<file path="config.mk">
export PLATFORM = sky130hd
export DESIGN_NAME = l2_port_scheduler
export DESIGN_NICKNAME = d
export VERILOG_FILES = /design/src/rtl/l2_sched_pkg.sv /design/src/rtl/l2_sched_pick.sv /design/src/rtl/l2_port_scheduler.sv
export SDC_FILE = /design/constraint.sdc
export NUM_CORES = 1
export LEC_CHECK = 0
export CORE_AREA = 2 2 645 647
export DETAILED_ROUTE_END_ITERATION = 10
export DIE_AREA = 0 0 647 649
export SLEW_MARGIN = 10
export SYNTH_ARGS = -nofsm -noshare
export SYNTH_HDL_FRONTEND = slang
export SYNTH_SLANG_ARGS = --single-unit
</file>
<file path="constraint.sdc">
create_clock -name clk -period 5.25 [get_ports clk]
set_input_delay 0.7875 -clock clk [delete_from_list [all_inputs] [get_ports clk]]
set_output_delay 0.7875 -clock clk [all_outputs]
set_load 0.01 [all_outputs]
</file>
<file path="src/rtl/l2_sched_pkg.sv">
// Shared types for the L2 port scheduler: requester ids, FSM states, requester count.
// Combinational helpers only; no state lives here.
// No handshake of its own; consumers apply backpressure by holding requests.
package l2_sched_pkg;

  localparam int NUM_REQ = 3;

  typedef enum logic [1:0] {
    REQ_DC = 2'd0,
    REQ_IC = 2'd1,
    REQ_PF = 2'd2
  } req_id_e;

  typedef enum logic [1:0] {
    IDLE    = 2'd0,
    BUSY_RD = 2'd1,
    BUSY_WR = 2'd2,
    DONE    = 2'd3
  } sched_state_e;

  // Map a one-hot grant vector to the requester id (bit 0 = dcache).
  function automatic req_id_e grant_to_id(input logic [NUM_REQ-1:0] grant);
    if (grant[1]) return REQ_IC;
    if (grant[2]) return REQ_PF;
    return REQ_DC;
  endfunction

endpackage

</file>
<file path="src/rtl/l2_sched_pick.sv">
// Picks one requester: starved requesters first, then fixed order dc > ic > pf.
// Purely combinational, zero latency.
// No backpressure; an empty pending vector yields an all-zero grant.
module l2_sched_pick
  import l2_sched_pkg::*;
(
  input  logic [NUM_REQ-1:0] pending_i,
  input  logic [NUM_REQ-1:0] starved_i,
  output logic [NUM_REQ-1:0] grant_o
);

  logic [NUM_REQ-1:0] cand;

  // Restrict to starved requesters when any exist, then take the lowest index.
  always_comb begin
    cand    = (|starved_i) ? starved_i : pending_i;
    grant_o = '0;
    for (int i = NUM_REQ - 1; i >= 0; i--) begin
      if (cand[i]) begin
        grant_o    = '0;
        grant_o[i] = 1'b1;
      end
    end
  end

endmodule

</file>
<file path="src/rtl/l2_port_scheduler.sv">
// Shares one L2 port among dcache, icache and prefetcher; one transaction in flight.
// Latency: request in IDLE cycle 0 -> L2 command cycle 1 -> owner resp one cycle after l2_resp.
// Requesters hold level requests until their resp pulse; L2 holds off by delaying l2_resp.
module l2_port_scheduler
  import l2_sched_pkg::*;
#(
  parameter int ADDR_W     = 32,
  parameter int LINE_W     = 256,
  parameter int STARVE_MAX = 4
) (
  input  logic              clk,
  input  logic              rst_n,
  input  logic              dc_read,
  input  logic              dc_write,
  input  logic [ADDR_W-1:0] dc_addr,
  input  logic [LINE_W-1:0] dc_wdata,
  output logic [LINE_W-1:0] dc_rdata,
  output logic              dc_resp,
  input  logic              ic_read,
  input  logic [ADDR_W-1:0] ic_addr,
  output logic [LINE_W-1:0] ic_rdata,
  output logic              ic_resp,
  input  logic              pf_read,
  input  logic [ADDR_W-1:0] pf_addr,
  output logic [LINE_W-1:0] pf_rdata,
  output logic              pf_resp,
  output logic              l2_read,
  output logic              l2_write,
  output logic [ADDR_W-1:0] l2_addr,
  output logic [LINE_W-1:0] l2_wdata,
  input  logic [LINE_W-1:0] l2_rdata,
  input  logic              l2_resp
);

  localparam int               AGE_W   = $clog2(STARVE_MAX + 1);
  localparam logic [AGE_W-1:0] AGE_MAX = AGE_W'(STARVE_MAX);

  sched_state_e       state_q, state_d;
  req_id_e            owner_q, owner_d;
  logic [ADDR_W-1:0]  addr_q, addr_d;
  logic [LINE_W-1:0]  wdata_q, wdata_d;
  logic [LINE_W-1:0]  dc_rdata_q, dc_rdata_d;
  logic [LINE_W-1:0]  ic_rdata_q, ic_rdata_d;
  logic [LINE_W-1:0]  pf_rdata_q, pf_rdata_d;
  logic [AGE_W-1:0]   age_q [NUM_REQ];
  logic [AGE_W-1:0]   age_d [NUM_REQ];

  logic [NUM_REQ-1:0] pending;
  logic [NUM_REQ-1:0] starved;
  logic [NUM_REQ-1:0] grant;
  logic               win;

  // A dcache read+write pair counts as one pending dcache request (served as the write).
  assign pending = {pf_read, ic_read, dc_read | dc_write};
  assign win     = (state_q == IDLE) && (|grant);

  // Starvation flags from the saturating age counters.
  always_comb begin
    for (int i = 0; i < NUM_REQ; i++) begin
      starved[i] = pending[i] && (age_q[i] == AGE_MAX);
    end
  end

  l2_sched_pick u_pick (
    .pending_i (pending),
    .starved_i (starved),
    .grant_o   (grant)
  );

  // State register.
  always_ff @(posedge clk or negedge rst_n) begin
    if (!rst_n) state_q <= IDLE;
    else        state_q <= state_d;
  end

  // Next-state logic: writeback takes precedence over a simultaneous dcache read.
  always_comb begin
    state_d = state_q;
    case (state_q)
      IDLE:             if (|grant) state_d = (grant[0] && dc_write) ? BUSY_WR : BUSY_RD;
      BUSY_RD, BUSY_WR: if (l2_resp) state_d = DONE;
      DONE:             state_d = IDLE;
      default:          state_d = IDLE;
    endcase
  end

  // Output decode from registered state and latched transaction fields.
  always_comb begin
    l2_read  = (state_q == BUSY_RD);
    l2_write = (state_q == BUSY_WR);
    l2_addr  = addr_q;
    l2_wdata = wdata_q;
    dc_resp  = (state_q == DONE) && (owner_q == REQ_DC);
    ic_resp  = (state_q == DONE) && (owner_q == REQ_IC);
    pf_resp  = (state_q == DONE) && (owner_q == REQ_PF);
    dc_rdata = dc_rdata_q;
    ic_rdata = ic_rdata_q;
    pf_rdata = pf_rdata_q;
  end

  // Datapath next-state: latch the winner, age the losers, capture read fill for the owner.
  always_comb begin
    owner_d    = owner_q;
    addr_d     = addr_q;
    wdata_d    = wdata_q;
    dc_rdata_d = dc_rdata_q;
    ic_rdata_d = ic_rdata_q;
    pf_rdata_d = pf_rdata_q;
    for (int i = 0; i < NUM_REQ; i++) age_d[i] = age_q[i];

    if (win) begin
      owner_d = grant_to_id(grant);
      case (grant_to_id(grant))
        REQ_IC:  addr_d = ic_addr;
        REQ_PF:  addr_d = pf_addr;
        default: addr_d = dc_addr;
      endcase
      if (grant[0] && dc_write) wdata_d = dc_wdata;
    end

    // Ages only move on arbitration cycles; a requester not asking in IDLE loses its history.
    if (state_q == IDLE) begin
      for (int i = 0; i < NUM_REQ; i++) begin
        if (grant[i] || !pending[i])          age_d[i] = '0;
        else if (win && age_q[i] != AGE_MAX) age_d[i] = age_q[i] + AGE_W'(1);
      end
    end

    // Write completions carry no fill data, so no rdata register changes.
    if (state_q == BUSY_RD && l2_resp) begin
      case (owner_q)
        REQ_IC:  ic_rdata_d = l2_rdata;
        REQ_PF:  pf_rdata_d = l2_rdata;
        default: dc_rdata_d = l2_rdata;
      endcase
    end
  end

  // Datapath registers.
  always_ff @(posedge clk or negedge rst_n) begin
    if (!rst_n) begin
      owner_q    <= REQ_DC;
      addr_q     <= '0;
      wdata_q    <= '0;
      dc_rdata_q <= '0;
      ic_rdata_q <= '0;
      pf_rdata_q <= '0;
      for (int i = 0; i < NUM_REQ; i++) age_q[i] <= '0;
    end else begin
      owner_q    <= owner_d;
      addr_q     <= addr_d;
      wdata_q    <= wdata_d;
      dc_rdata_q <= dc_rdata_d;
      ic_rdata_q <= ic_rdata_d;
      pf_rdata_q <= pf_rdata_d;
      for (int i = 0; i < NUM_REQ; i++) age_q[i] <= age_d[i];
    end
  end

endmodule

</file>
==> metrics.cfg <==
[outcome]
status = finished, final reports clean

[clock_tree]
numCtsBuffers = 144
path_clk_slew_ns = 0.06
cts_htree_levels = 4
root_buffer = clkbuf_16
clkLatencyLatePin_ns = 0.83
cts_sinks = 1069
cts_buffer_depth = 4
cts_tree = done
postCtsSetupRepairBufs = 0

[worst_setup_path]
ff2ff_path_depth = 8
worstSetupEndpointType = output port
required_ns = 4.46
reg2reg_to = l2_wdata[46]
cp-endpoint = l2_read
reg2reg_slack_ns = 2.30
cp-start-kind = register
critPathKind = register to output port
worst_ep_arrival_time_ns = 2.56
cp-startpoint = state_q[1]
critical_path.max_fanout = 4
r2r-start = age_q[3]

[timing]
setup_violations = 0
max_freq_ghz = 0.299
final-hold-violation-count = 0
period_minus_slack_ns = 3.35
setup-tns-final_ns = 0
tightestPinTransition_ns = 0.885
skew_ns = 0.0739
min_period_over_period_pct = 63.8
rsz0062_at_grt = no
maxSlewViolCount = 0
max_slew_margin_pct = 40.8

[synthesis]
synth_compound_area_share_pct = 2.56
ys_top_cells_by_count = dfrtp_1 (1069), mux2_2 (784), mux2_4 (200)
yosys.area_share.simple_pct = 0.851
ys_async_sr_fraction_pct = 100
synthFlopType = dfrtp_1
yosys.cell_count.top_type = dfrtp_1
synth_area_leader_cell = dfrtp_1
yosys.area_share.adder_pct = 0.391
yosysSeqAreaShare_pct = 64.3
ys_seq_elements = 1069
synth_xor_area_share_pct = 0
synth.mux.area_fraction_pct = 29.5
syn_inst = 2488
synth_edf_count = 0
synth.area.top_cells = dfrtp_1 (64%), mux2_2 (21%), mux2_4 (7.2%)
synth_cell_types = 42
ys_warn_count = 0
synth_fp_nets = 3116
synth_top_family_by_area = multiplexers
syn_area_per_cell_um2 = 16.7
yosysTopAreaCellShare_pct = 64.3
netlist_area_mm2 = 0.0416

[floorplanning]
die_h_um = 649
num_rows = 236
die_x_um = 647
io_pins = 1676
initial_core_util_pct = 10.1
core_area_mm2 = 0.413
dieArea_mm2 = 0.420

[global_route]
overflow = 0
grt_util_all_layers_pct = 14.4
grt_max_degree = 133
grt_pass1_vias = 30800
antenna_found_initial = 234
grt_pass1_wl_mm = 384

[routing]
drc_errors = 0
dr_total_vias = 30300
drt_pass1_iterations = 7
wl_per_cell_um = 31.8
drt_iter0_markers = 1794
wl_mm = 313
ant_nets = 0
vias_per_cell = 3.08

[finish]
fillers = 45100
area_growth_pct = 68.2
regArea_mm2 = 0.0268
multiInputGateArea_mm2 = 0.0139
num-nets-final = 4857
layout.cells.non_filler = 9846
drive_gt1_share_pct = 29.5
final_core_util_pct = 17.0

[placement]
dp_cells = 9556
io_buffers = 1675
gp_congestion = 0.911
dp_hpwl_mm = 269

[pwr]
total_power_mw = 46.3
peakVddDrop_v = 0.000442
power_density_mw_per_mm2 = 661
p_leak_nw = 28.6

[min_path]
hold_path_class = register to register

[flow_run]
cap_viol_max_count = 0

[through the flow]
step	hold slack (ns)	area (um2)	worst slack [ns]
2_1_floorplan	0.474	41600	2.97
3_3_place_gp	0.472	64900	1.60
3_5_place_dp	0.477	64900	1.58
4_1_cts	0.449	69900	1.73
5_1_grt	0.498	70000	1.73
6_report	0.484	70000	1.90
[placed cells by master, fill, tap and decap left out, types with 32 or more instances in the layout]
master           count
mux2_4             200
mux2_2             784
nand2_1             32
o211ai_1            45
buf_4               40
clkbuf_16          151
mux2_1              40
diode_2             40
clkdlybuf4s50_1   1671
dfrtp_1           1069
[cells by family after synthesis]
group,Yosys count
AO/OA/AOI/OAI,160
adder cells (fa/ha/maj),13
multiplexers,1024
buffers and inverters,149
AND/OR/NAND/NOR,73
flip-flops,1069
[metal layers]
metal | vias up | part of all wire [%] | track usage, % | wire length (um)
met3 | 610 | 13 | 8.28 | 41300
met4 | 80 | 4.3 | 5.07 | 13400
met2 | 1632 | 46 | 23.5 | 143000
met5 | - | 0.17 | 0 | 535
li1 | 12500 | - | - | -
met1 | 15500 | 36 | 15.4 | 114000
[flip-flops by register name (all words and copies together), names as in the netlist]
| register | flops |
|---|---|
| owner_q | 2 |
| l2_addr | 32 |
| l2_wdata | 256 |
| age_q | 9 |
| pf_rdata | 256 |
| dc_rdata | 256 |
| state_q | 2 |
| ic_rdata | 256 |
[critical path: stages, from the launching register on]
cell             delay [ns]
dfrtp_1                0.42
inv_1                  0.10
ha_1                   0.33
clkdlybuf4s50_1        0.92
[where the power goes]
group	internal [mW]	switching, mW	leakage [nW]
Combinational	10.9	10.5	12.8
Clock	6.39	4.16	2.45
Sequential	12.2	2.27	13.3
Total	29.4	16.9	28.6
[how the worst min path moves through the flow]
stage                             start            end  depth (start not counted)
after CTS                 dc_wdata[200]  l2_wdata[200]                          2
after global routing      dc_wdata[200]  l2_wdata[200]                          2
after floorplan                age_q[4]       age_q[4]                          2
after global placement    l2_wdata[188]  l2_wdata[188]                          1
final                     l2_wdata[185]  l2_wdata[185]                          1
after detailed placement  l2_wdata[185]  l2_wdata[185]                          1
[layout make-up]
type	instances	area share, %
flip-flops and latches	1069	38.2
well taps	5474	9.78
repair buffers	1730	24.8
inverters	14	0.0751
clock inverters	56	1.15
diodes	40	0.143
clock buffers	193	5.95
multi-input cells	1270	19.8
[repair_timing]
action,4_1_cts,5_1_grt
resized for setup,0,0
endpoints found under the hold margin,61,0
hold buffers,1,0
(Power assumes the default switching activity.)
